==> src/rtl/reg_bank_wb.sv <==
// 16x16 register file with three bypassed read ports, a committed-write counter
// and a 4-entry write log FIFO with a sticky overflow flag.
module reg_bank_wb (
  input  logic        clk,
  input  logic        reset,
  input  logic        we,
  input  logic [3:0]  waddr,
  input  logic [15:0] wdata,
  input  logic [3:0]  raddr1,
  input  logic [3:0]  raddr2,
  input  logic [3:0]  raddr3,
  output logic [15:0] rdata1,
  output logic [15:0] rdata2,
  output logic [15:0] rdata3,
  output logic        log_valid,
  input  logic        log_ready,
  output logic [3:0]  log_addr,
  output logic [15:0] log_data,
  output logic [2:0]  log_count,
  output logic        overflow,
  output logic [15:0] wr_count
);

  logic [15:0] regs      [16];
  logic [3:0]  fifo_addr [4];
  logic [15:0] fifo_data [4];
  logic [1:0]  head;
  logic [1:0]  tail;
  logic [2:0]  count;
  logic [2:0]  count_next;
  logic        full;
  logic        push;
  logic        pop;
  logic        drop;

  // Write-through bypass keeps all ports coherent when they alias the write index.
  assign rdata1 = (we && (raddr1 == waddr)) ? wdata : regs[raddr1];
  assign rdata2 = (we && (raddr2 == waddr)) ? wdata : regs[raddr2];
  assign rdata3 = (we && (raddr3 == waddr)) ? wdata : regs[raddr3];

  assign log_valid = (count != 3'd0);
  assign log_count = count;

  // FIFO handshake decode; a full FIFO still accepts a push when the head pops.
  always_comb begin
    full = (count == 3'd4);
    pop  = 1'b0;
    push = 1'b0;
    drop = 1'b0;
    if ((count != 3'd0) && log_ready) begin
      pop = 1'b1;
    end else begin
      pop = 1'b0;
    end
    if (we && (!full || pop)) begin
      push = 1'b1;
    end else if (we) begin
      drop = 1'b1;
    end else begin
      push = 1'b0;
    end
    case ({push, pop})
      2'b10:   count_next = count + 3'd1;
      2'b01:   count_next = count - 3'd1;
      default: count_next = count;
    endcase
  end

  // Head entry is masked to zero while the log is empty.
  always_comb begin
    log_addr = 4'd0;
    log_data = 16'd0;
    if (log_valid) begin
      log_addr = fifo_addr[head];
      log_data = fifo_data[head];
    end else begin
      log_addr = 4'd0;
      log_data = 16'd0;
    end
  end

  // Register file and commit counter.
  always_ff @(posedge clk or posedge reset) begin
    if (reset) begin
      for (int i = 0; i < 16; i++) begin
        regs[i] <= 16'd0;
      end
      wr_count <= 16'd0;
    end else if (we) begin
      regs[waddr] <= wdata;
      wr_count    <= wr_count + 16'd1;
    end
  end

  // Write log storage, pointers and sticky overflow.
  always_ff @(posedge clk or posedge reset) begin
    if (reset) begin
      for (int i = 0; i < 4; i++) begin
        fifo_addr[i] <= 4'd0;
        fifo_data[i] <= 16'd0;
      end
      head     <= 2'd0;
      tail     <= 2'd0;
      count    <= 3'd0;
      overflow <= 1'b0;
    end else begin
      if (push) begin
        fifo_addr[tail] <= waddr;
        fifo_data[tail] <= wdata;
        tail            <= tail + 2'd1;
      end
      if (pop) begin
        head <= head + 2'd1;
      end
      if (drop) begin
        overflow <= 1'b1;
      end
      count <= count_next;
    end
  end

endmodule

==> config.mk <==
export PLATFORM = sky130hd
export DESIGN_NAME = reg_bank_wb
export DESIGN_NICKNAME = d
export VERILOG_FILES = /design/src/rtl/reg_bank_wb.sv
export SDC_FILE = /design/constraint.sdc
export NUM_CORES = 1
export LEC_CHECK = 0
export ABC_CLOCK_PERIOD_IN_PS = 24100
export CAP_MARGIN = 40
export CORE_MARGIN = 8
export CORE_UTILIZATION = 25
export DETAILED_ROUTE_END_ITERATION = 8
export SETUP_SLACK_MARGIN = 0.02
export SYNTH_ARGS = -nofsm -noshare
export SYNTH_HDL_FRONTEND = slang
export SYNTH_SLANG_ARGS = --single-unit
==> constraint.sdc <==
create_clock -name clk -period 24.1 [get_ports clk]
set_input_delay 7.23 -clock clk [delete_from_list [all_inputs] [get_ports clk]]
set_output_delay 7.23 -clock clk [all_outputs]
set_load 0.01 [all_outputs]
# [After elaboration in Yosys (flattened, before gate mapping)]
# Index checks and enable logic that the tools add are counted.
[op_classes] n_reduce_logical=11 n_eq_ne=6 div=0 mul=0 addsub=5 shift=0 bitwise=6 muxes=34 order_cmp=8
[op_table] operator="$bwmux 256" count=1
[op_table] operator="$mux 16" count=14
[op_table] operator="$bmux 16 s4" count=3
[op_table] operator="$bwmux 64" count=1
[op_table] operator="$demux 16 s4" count=1
[op_table] operator="$bmux 16 s2" count=1
[op_table] operator="$demux 16 s2" count=1
[op_table] operator="$ge 5x5->1 const B" count=4
[op_table] operator="$not 4->5" count=4
[op_table] operator="$add 16x1->16 const B" count=1
[op_table] operator="$bwmux 16" count=1
[op_table] operator="$mux 4" count=4
[op_table] operator="$eq 4x4->1" count=3
[op_table] operator="$bmux 4 s2" count=1
[op_table] operator="$demux 4 s2" count=1
[op_table] operator="$logic_and 1x1->1" count=7
[op_table] operator="$ge 3x3->1 const B" count=2
[op_table] operator="$not 2->3" count=2
[op_table] operator="$pmux 3 s2" count=1
[op_table] operator="$lt 5x1->1 const B" count=1
[op_table] operator="$add 2x1->2 const B" count=2
[op_table] operator="$mux 1" count=4
[op_table] operator="$add 3x1->3 const B" count=1
[op_table] operator="$eq 3x3->1 const B" count=1
[op_table] operator="8 further kinds" count=8
[totals] ramBits=0 mem_bits_ro=0 in_bits=36 out_inout_bits=89 mem_count=0 latchBits=0 word_cells=99 register_bits=360

# [Longest topological paths before layout]
# Gate-level depths: netlist (run 1).
[depth] word_depth=8 ltp_mapped=10 mapped_depth_nobuf=9

# [Worst setup path before layout (run 1)]
# No wires, ideal clock.
[synth_path] path_type="input -> output" start="input port waddr[2]" end="output port rdata1[10]" n_path_buf=2 path_stages=5 t_arrival_ns=8.609 slack_ns=8.261 path_cell_list="buf_4 -> xor2_1 -> nor4_4 -> buf_4 -> mux2_2"
[synth_between] elab_chain_len=3
[synth_rtl] item="start, declared" line="7" text="input logic [3:0] waddr,"
[synth_rtl] item="$eq 4x4->1" line="37" text="assign rdata1 = (we && (raddr1 == waddr)) ? wdata : regs[raddr1];"
[synth_rtl] item="$logic_and 1x1->1" line="37"
[synth_rtl] item="$mux 16" line="37"
[synth_rtl] item="end, declared" line="12" text="output logic [15:0] rdata1,"
# No other way between the ends.

# [Final worst setup path (run 1)]
[layout_path] start="input port raddr3[3]" end="output port rdata3[14]"
[layout_between] elab_chain_len=5
[layout_rtl] item="start, declared" line="11" text="input logic [3:0] raddr3,"
[layout_rtl] item="$not 4->5 (implied by the code)" line="39" text="assign rdata3 = (we && (raddr3 == waddr)) ? wdata : regs[raddr3];"
[layout_rtl] item="$bmux 16 s4" line="39"
[layout_rtl] item="$mux 16 (implied by the code) (2 in a row)" line="39"
[layout_rtl] item="$mux 16 *" line="39"
[layout_rtl] item="end, declared" line="14" text="output logic [15:0] rdata3,"
# Mark *: on every way between the ends. The rest lies on a longest branch, timed or not. The select of a mux whose other input is x is not followed.

==> results.md, run 1 <==
- Root buf cell: clkbuf_16
- Latest clock arrival within the worst-skew pair: 550 ps
- Cell depth of the worst hold path: 1
- Highest metal used: met5
- Largest net degree at the start of global routing: 164
- Ant diodes: 0
- CTS H-tree depth: 2
- Placed inst area: 23860 um2
- Slew margin rel.: 0.3464
- Clock Sinks: 360
- Worst path max stage delay: 750 ps
- Final WL: approximately 63000 um
- Synth warn: 0
- Leakage power: about 10 nW
- Final setup margin: 6288 ps
- Hpwl dp: ~40000 um
- Worst VDD drop: 39.01 uV
- Initial drt markers: around 840
- Worst-path fanout max: 48
- Finished Layout Cells: 2630
- Core box area: ~85000 um2
- Clock Power Share: 0.264
- Status: finished clean
- Yosys reg bits: 360
- Worst Path Arrival: approximately 11000 ps
- Hold path startpoint: overflow$_DFFE_PP0P_
- I/O pins: about 130
- Min Tclk post-route: between 15000 and 20000 ps
- Final instance area: roughly 25000 um2
- CP Cell Sequence: buf_2 > buf_4 > xor2_1 > nor4_4 > buf_4 > mux2_2 > clkdlybuf4s50_1
- Met2 wire len: roughly 31000 um
- Initial antenna violation count: 4
- Clk_skew: 13.37 ps
- Fin. Hold Viols: 0
- Total gr overflow: 0
- Worst Hold End: overflow$_DFFE_PP0P_
- DR pass1 iterations: 5
- GR Util All Layers: 0.1329
- Synth Cell Area: ~21000 um2
- Top Family by Delay on Critical Path: buffers and inverters
- Worst-case clock buffer depth: 3
- Tot Pwr: 2.459 mW
- Required @ worst endpoint: 16870 ps
- FF-to-FF Start: log_count[2]$_DFFE_PP0P_
- PortBufs: between 100 and 150
- Met3 Wirelength: 3670 um
- First-pass GRT wire length: approximately 95000 um
- Initial core utilization: 0.2507
- Asr flop ratio synth: 1.000
- Setup TNS: 0 ps
- M1 WL: roughly 27000 um
- Commonest register cell after synthesis: dfrtp_1
- Library cells used by synthesis: 33
- Power per Cell Area: just under 100 nW/um2
- EDFF count, synth: 0
- Max-slew violations: 0
- Clk slew on worst S/H paths: roughly 60 ps
- Cts repair resizes: 0
- Post-Place Worst Slack: 6244 ps
- Vias in the first global route: ~14000
- Avg WL per Cell: roughly 24 um
- Total net switching power: 0.7453 mW
- CTS Buf Count: between 40 and 50
- Unrepaired setup endpoints after global routing: false
- Cell internal pwr: ~1.7 mW
- Post-CTS setup buffer count: 0
- Vias per inst: approximately 5
- CTS Hold Buffers Added: 0
- Comb pwr share: 0.356
- Core Rows: 107
- Reg2Reg Depth: 5
- RR Endpoint: fifo_data[13]$_DFFE_PP0P_
- Die area: about 95000 um2
- Sequential power share: 0.380
- CP max-delay cell: buf_4
- Seq/Total Area, Yosys: 0.4240
- CTS tree: built
- CP startpoint: raddr3[3]
- R2r setup slk: about 22000 ps
- Share of layout cells above drive strength 1: 0.4509
- Final net count: roughly 1500
- CP Capture Type: output pin
- Die H: roughly 300 um
- DRC: 0
- Die X: 307.5 um
- Post-layout util: 0.2981
- Max Freq: approximately 56 MHz
- Max Cap Viol: 0
- Hold Crit Class: flop to flop
- ANT nets after route: 0
- Worst Path Buf+Inv: 4
- Net Sw Frac: 0.3031
- Vias: 12902
- Area growth from synthesis to layout: 18.87%
- Cells after synthesis: between 1000 and 1500
- Critical Path Start Type: input port
- WHS: ~460 ps
- Final Wtd Congestion: between 0.7 and 0.8
- Net count after synthesis: around 1400
- Final period util: 0.7391
- Critical path's most frequent cell: buf_4
- Tightest Pin Transition: around 980 ps
- Critical Setup Path Class: input port to output pin
- Syn_area_per_cell: 15.45 um2
- Placed Cells: approximately 2600
- Setup-failing EPs final: 0
## synth_stat cells, types with 5 or more instances
master	count	share of area
ha_1	6	0.0035
and2_1	21	0.0062
mux2_1	72	0.038
xnor2_1	15	0.0062
nand3_1	6	0.0014
buf_6	18	0.0095
mux2_2	313	0.17
nand2b_1	6	0.0018
clkbuf_1	46	0.0081
nand2_1	15	0.0026
nor2_1	14	0.0025
dfrtp_1	360	0.42
buf_2	61	0.014
buf_4	5	0.0018
mux4_2	212	0.22
mux2i_1	145	0.068
buf_1	8	0.0014
xor2_1	18	0.0074
inv_1	9	0.0016
## layout make-up
class | instances | area, um2
fill | 8329 | 59490
timing repair buffer | 176 | 1877
clock inverter | 12 | 153.9
tap | 1144 | 1431
multi-input combinational | 868 | 11500
clock buffer | 61 | 1242
sequential | 360 | 9009
inverter | 9 | 41.29
## worst max-delay path by stage
| stage | cells after the start | slack [ps] | to |
|---|---|---|---|
| 6_report | 7 | 6290 | rdata3[14] |
| 5_1_grt | 7 | 6150 | rdata3[12] |
| 3_5_place_dp | 7 | 6240 | rdata3[14] |
| 3_3_place_gp | 7 | 6180 | rdata3[8] |
| 4_1_cts | 7 | 6240 | rdata3[14] |
| 2_1_floorplan | 1 | 6880 | fifo_addr[0]$_DFFE_PP0P_ |
## cells in the final DEF, fill, tap and decap left out, drive strengths merged, types with 2 or more instances in the layout
| master | n |
|---|---|
| nand4 | 3 |
| nor2 | 14 |
| clkbuf | 61 |
| nand2 | 15 |
| mux2i | 145 |
| clkinv | 6 |
| and3 | 2 |
| buf | 61 |
| nor2b | 2 |
| dfrtp | 360 |
| nor4 | 4 |
| bufinv | 3 |
| and2 | 21 |
| inv | 9 |
| mux2 | 385 |
| or3 | 3 |
| clkdlybuf4s50 | 115 |
| ha | 6 |
| clkinvlp | 3 |
| nand3 | 6 |
| nand2b | 6 |
| mux4 | 212 |
| nand3b | 2 |
| xnor2 | 15 |
| nor3 | 3 |
| xor2 | 18 |
## worst reg2reg max path: cells and delay by family (launching register included)
family / cells / cell delay (ps)
mux: 1 / 320
simple gates: 3 / 1230
buf+inv: 1 / 340
flops: 1 / 410
## flip-flops by register name, indices dropped and copies added (netlist names)
signal,count
regs,256
fifo_data,64
fifo_addr,16
wr_count,16
log_count,3
head,2
tail,2
overflow,1
## power groups by stage
stage               combinational (mW)  sequential, mW  clock [mW]
floorplan                        0.588           0.894           0
global placement                 0.860           0.926           0
detailed placement               0.896           0.943           0
CTS                              0.899           0.933       0.667
global route                     0.941           0.964       0.692
finish                           0.876           0.935       0.648
## routing by layer
metal / vias up / track usage
met5: - / 0
met4: 6 / 0.04602
met3: 126 / 0.02776
met2: 373 / 0.2207
met1: 6938 / 0.1715
li1: 5459 / -
## cell families (layout without fill, tap and decap cells)
family          after synthesis  in the layout  share of synthesized area
buf+inv                     147            258                    0.03680
xor+xnor                     33             33                    0.01360
simple gates                 84             84                    0.02355
compound gates                2              2                  0.0005887
fa+ha+maj                     7              7                   0.004475
flops                       360            360                     0.4240
mux                         742            742                     0.4970
No activity file was read; power rests on OpenSTA's default activity.
==> inputs of run 2 (changes only) <==
--- a/config.mk
+++ b/config.mk
@@ -5,7 +5,7 @@
 export SDC_FILE = /design/constraint.sdc
 export NUM_CORES = 1
 export LEC_CHECK = 0
-export ABC_CLOCK_PERIOD_IN_PS = 24100
+export ABC_CLOCK_PERIOD_IN_PS = 15410
 export CAP_MARGIN = 40
 export CORE_MARGIN = 8
 export CORE_UTILIZATION = 25
==> constraint.sdc (replaced) <==
create_clock -name clk -period 15.41 [get_ports clk]
set_input_delay 4.623 -clock clk [delete_from_list [all_inputs] [get_ports clk]]
set_output_delay 4.623 -clock clk [all_outputs]
set_load 0.01 [all_outputs]
==> run 2 against run 1 <==
Net effect: via count rose by 1.0%; first-iteration DRC count fell by 9.5%; sequential power rose by 56%; clock-buffer cell count fell by 3; global-route usage fell by 0.074 points; clock skew fell by 6.8 ps; wire length fell by 0.29%; clock power rose by 53%; largest cell class unchanged.
==> results.md, run 2 (synthesis results as in run 1) <==
- Status: finished clean
- Placed Cells: between 2000 and 3000
- Worst Path Arrival: between 7000 and 8000 ps
- Vias: 13031
- Power per Cell Area: 150.9 nW/um2
- Slew margin rel.: 0.3701
- CTS Buf Count: between 40 and 50
- Avg WL per Cell: 24.00 um
- CP Capture Type: output pin
- Final net count: approximately 1500
- Max-slew violations: 0
- GR Util All Layers: 0.1322
- First-pass GRT wire length: between 90000 and 100000 um
- Finished Layout Cells: approximately 2600
- Critical path's most frequent cell: mux2i_1
- CP Cell Sequence: buf_2 > buf_4 > mux4_2 > mux2i_1 > mux2i_1 > mux2_2 > clkdlybuf4s50_1
- Largest net degree at the start of global routing: 129
- Ant diodes: 0
- Hold Crit Class: flop to flop
- Latest clock arrival within the worst-skew pair: around 560 ps
- Core box area: 84750 um2
- Tightest Pin Transition: about 940 ps
- Max Cap Viol: 0
- Die area: 94580 um2
- Reg with most FFs: regs
- Vias per inst: between 4 and 5
- Clock Sinks: between 300 and 400
- Leakage power: about 10 nW
- CTS H-tree depth: 2
- DR pass1 iterations: 5
- I/O pins: ~130
- Final Wtd Congestion: 0.7614
- Max Freq: approximately 82 MHz
- Tot Pwr: roughly 3.8 mW
- Die X: 307.5 um
- Initial core utilization: 0.2507
- ANT nets after route: 0
- Core Rows: around 110
- Share of layout cells above drive strength 1: 0.4531
- Die H: 307.5 um
- Required @ worst endpoint: between 10000 and 15000 ps
- DRC: 0
- Post-layout util: 0.2996
- Hpwl dp: approximately 41000 um
- Area growth from synthesis to layout: 19.48%
- Initial drt markers: between 700 and 800
- Worst-case clock buffer depth: 3
- Worst-path fanout max: between 40 and 50
- CP max-delay cell: buf_4
- Fin. Hold Viols: 0
- Clk slew on worst S/H paths: roughly 60 ps
- PortBufs: roughly 120
- Post-CTS setup buffer count: 0
- Clk_skew: approximately 6.6 ps
- Initial antenna violation count: 4
- Register area: about 9000 um2
- Worst Path Buf+Inv: 3
- Critical Setup Path Class: input port to output pin
- Total gr overflow: 0
- Commonest cells after routing, fill and taps aside: dfrtp_1, mux2_2, mux4_2
- Setup-failing EPs final: 0
- Worst path max stage delay: between 700 and 800 ps
- Final setup margin: between 3000 and 4000 ps
- Post-Place Worst Slack: about 3200 ps
- Worst VDD drop: between 80 and 90 uV
- Min Tclk post-route: around 12000 ps
- Unrepaired setup endpoints after global routing: false
- Fill count: between 8000 and 9000
- Critical Path Start Type: input port
- Root buf cell: clkbuf_16
- CTS Hold Buffers Added: 0
- CTS tree: built
- Final period util: 0.7908
- Setup TNS: 0 ps
- Multi-input logic area: 11540 um2
- Final WL: ~63000 um
- Top Family by Delay on Critical Path: buffers and inverters
- Biggest regs: regs (256), fifo_data (64)
- Largest register FFs: 256
- Vias in the first global route: between 10000 and 15000
- Cts repair resizes: 0
- Commonest non-fill, non-tap cell in the layout: dfrtp_1
run 2: changes by cell type in the layout (fill, tap and decap cells not counted), sizes merged:
| cell | previous run | this run |
|---|---|---|
| buf | 61 | 66 |
| bufinv | 3 | 2 |
| clkbuf | 61 | 58 |
| clkinv | 6 | 8 |
| inv | 9 | 14 |
run 2: final timing paths:
kind | slack (ps) | from | to | cells past startpoint
setup / recovery | 3220 | raddr2[3] | rdata2[1] | 7
hold / removal | 460 | wr_count[15]$_DFFE_PP0P_ | wr_count[15]$_DFFE_PP0P_ | 1
setup reg to reg | 13080 | log_count[0]$_DFFE_PP0P_ | fifo_data[6]$_DFFE_PP0P_ | 5
hold reg to reg | 460 | wr_count[15]$_DFFE_PP0P_ | wr_count[15]$_DFFE_PP0P_ | 1
max in group asynchronous | 9550 | reset | regs[148]$_DFFE_PP0P_ | 5
min in group asynchronous | 4330 | reset | fifo_data[62]$_DFFE_PP0P_ | 2
run 2: metal layers:
| metal | vias up | share of wire | global-route usage |
|---|---|---|---|
| met4 | 6 | 0.030 | 0.04383 |
| li1 | 5474 | - | - |
| met1 | 7037 | 0.43 | 0.1692 |
| met3 | 137 | 0.048 | 0.02481 |
| met2 | 377 | 0.49 | 0.2243 |
| met5 | - | 0.00060 | 0 |
run 2: power by group:
part | switching, mW | internal [mW] | total [mW]
sequential | 0.224 | 1.23 | 1.46
clock | 0.415 | 0.577 | 0.992
combinational | 0.541 | 0.841 | 1.38
total | 1.18 | 2.65 | 3.83
run 2: layout make-up:
type,instances,share of cell area
Inverter,9,0.001626
Clock inverter,18,0.006998
Sequential cell,360,0.3548
Timing Repair Buffer,181,0.07885
Clock buffer,58,0.04687
Multi-Input combinational cell,868,0.4545
Tap cell,1144,0.05638
run 2: stage by stage:
stage	cell area [um2]	hold WS (ps)
final	25390	462.8
after global routing	25390	478.9
after CTS	25390	468.5
after detailed placement	24020	456.3
after global placement	23440	441.5
after floorplan	21250	458.7
==> inputs of run 3 (changes only) <==
--- a/config.mk
+++ b/config.mk
@@ -5,7 +5,7 @@
 export SDC_FILE = /design/constraint.sdc
 export NUM_CORES = 1
 export LEC_CHECK = 0
-export ABC_CLOCK_PERIOD_IN_PS = 15410
+export ABC_CLOCK_PERIOD_IN_PS = 11000
 export CAP_MARGIN = 40
 export CORE_MARGIN = 8
 export CORE_UTILIZATION = 25
==> constraint.sdc (replaced) <==
create_clock -name clk -period 11 [get_ports clk]
set_input_delay 3.3 -clock clk [delete_from_list [all_inputs] [get_ports clk]]
set_output_delay 3.3 -clock clk [all_outputs]
set_load 0.01 [all_outputs]
==> run 3 against run 2 <==
Net effect: critical path depth unchanged; sequential share of layout area decreased by 0.10 points; critical path type unchanged; global-route usage increased by 0.21 points; core utilization increased by 0.087 points; clock power increased by 55%; hold slack got worse by 8.9 ps; highest routed layer unchanged.
==> results.md, run 3 (synthesis results as in run 1) <==
- Share of layout cells above drive strength 1: 0.4533
- Required @ worst endpoint: approximately 7700 ps
- Slew margin rel.: 0.3517
- Die X: around 300 um
- Grt peak-use layer: met2
- Fin. Hold Viols: 0
- Vias per inst: slightly below 5
- Core box area: roughly 85000 um2
- First-pass GRT wire length: ~96000 um
- CP Capture Type: output pin
- DR pass1 iterations: 4
- Critical Setup Path Class: input port to output pin
- GR met2 Demand/Resource: 0.2247
- Largest register FFs: 256
- Max-slew violations: 0
- Vias: 13009
- Worst Path Arrival: 6170 ps
- Biggest regs: regs (256), fifo_data (64)
- Min Tclk post-route: about 9500 ps
- Max Freq: ~110 MHz
- Max Cap Viol: 0
- Final period util: 0.8609
- Clock Sinks: 360
- Largest net degree at the start of global routing: 159
- CTS H-tree depth: 2
- Initial core utilization: 0.2507
- Total gr overflow: 0
- Power per Cell Area: 216.7 nW/um2
- Leakage power: a little over 10 nW
- Critical path's most frequent cell: clkdlybuf4s50_1
- Critical Path Start Type: input port
- Latest clock arrival within the worst-skew pair: about 570 ps
- GR Layer Usage met1: 0.1701
- Setup TNS: 0 ps
- Worst VDD drop: 105.3 uV
- Core Rows: around 110
- Top Family by Delay on Critical Path: buffers and inverters
- DRC: 0
- Cts repair resizes: 0
- Commonest cells after routing, fill and taps aside: dfrtp_1, mux2_2, mux4_2
- Worst-path fanout max: 11
- CTS Buf Count: 44
- Area growth from synthesis to layout: 19.83%
- Avg WL per Cell: between 20 and 25 um
- Final WL: between 60000 and 70000 um
- Initial drt markers: about 800
- Tightest Pin Transition: between 900 and 1000 ps
- Die H: 307.5 um
- CP max-delay cell: clkdlybuf4s50_1
- Fill count: ~8400
- I/O pins: roughly 130
- Clk slew on worst S/H paths: roughly 60 ps
- Die area: between 90000 and 100000 um2
- Reg with most FFs: regs
- Unrepaired setup endpoints after global routing: false
- Tot Pwr: roughly 5.5 mW
- CTS tree: built
- Grt met3 use: 0.03127
- WHS: 453.9 ps
- Worst Path Buf+Inv: 4
- PortBufs: 124
- CTS Hold Buffers Added: 0
- GR Util All Layers: 0.1342
- ANT nets after route: 0
- Commonest non-fill, non-tap cell in the layout: dfrtp_1
- Worst-case clock buffer depth: 3
- Worst path max stage delay: between 700 and 800 ps
- Root buf cell: clkbuf_16
- CP Cell Sequence: clkdlybuf4s50_1 > xor2_1 > nor4_4 > buf_6 > buf_4 > mux2_2 > clkdlybuf4s50_1
- Post-CTS setup buffer count: 0
- Status: finished clean
- Vias in the first global route: 14426
- Setup-failing EPs final: 0
- Clk_skew: between 10 and 15 ps
- Hold Crit Class: flop to flop
- Hpwl dp: about 42000 um
- Initial antenna violation count: 3
- Final net count: ~1500
- Final Wtd Congestion: ~0.79
run 3: changes by cell type in the layout (fill, tap and decap cells not counted), moves of 2 or more:
cell | before | now
buf_8 | 14 | 7
clkinvlp_4 | 3 | 1
bufinv_16 | 2 | 7
buf_4 | 32 | 38
inv_6 | 4 | 1
nor2_4 | 9 | 6
clkbuf_1 | 7 | 9
buf_16 | 12 | 6
buf_12 | 2 | 9
clkbuf_8 | 10 | 7
clkbuf_16 | 41 | 44
nor2_2 | 0 | 3
run 3: area by class of cell:
cell class / instances / area (um2) / area share
Sequential cell: 360 / 9009 / 0.3538
Clock buffer: 60 / 1231 / 0.04835
Inverter: 9 / 37.54 / 0.001474
Antenna cell: 1 / 2.502 / 0.00009828
Multi-Input combinational cell: 868 / 11520 / 0.4526
Timing Repair Buffer: 182 / 1928 / 0.07572
Tap cell: 1144 / 1431 / 0.05621
Clock inverter: 19 / 300.3 / 0.01179
run 3: where the power goes:
| part | switching [mW] | internal, mW |
|---|---|---|
| Clock | 0.589 | 0.950 |
| Combinational | 0.767 | 1.17 |
| Sequential | 0.312 | 1.73 |
| Total | 1.67 | 3.85 |
run 3: worst paths after layout:
kind / depth (start not counted) / start / end / slack (ps)
min in group asynchronous: 3 / reset / fifo_data[55]$_DFFE_PP0P_ / 3140
worst max-delay path: 7 / waddr[3] / rdata3[11] / 1530
worst max register to register: 5 / log_count[0]$_DFFE_PP0P_ / fifo_data[9]$_DFFE_PP0P_ / 8650
worst min register to register: 1 / overflow$_DFFE_PP0P_ / overflow$_DFFE_PP0P_ / 450
worst min-delay path: 1 / overflow$_DFFE_PP0P_ / overflow$_DFFE_PP0P_ / 450
max in group asynchronous: 5 / reset / regs[27]$_DFFE_PP0P_ / 6370
run 3: per-layer routing:
metal / routed length [um] / up-vias
li1: - / 5495
met5: 23 / -
met2: 31290 / 395
met1: 26520 / 6997
met3: 3798 / 118
met4: 1868 / 4
run 3: worst register-to-register path, stage by stage (launching register included):
cell and delay (ps):
dfrtp_1 430, nor4b_1 440, nor2b_1 220, nand2_1 530
buf_8 250, mux2_2 360
run 3: per-stage QoR:
stage | cells | cell area [um2] | worst slack [ps] | util
5_1_grt | 2642 | 25460 | 1382 | 0.3004
2_1_floorplan | 1375 | 21250 | 2874 | -
4_1_cts | 2640 | 25420 | 1479 | 0.2999
3_3_place_gp | 2545 | 23570 | 1274 | 0.2781
3_5_place_dp | 2561 | 23890 | 1486 | 0.2819
6_report | 2643 | 25460 | 1530 | 0.3005
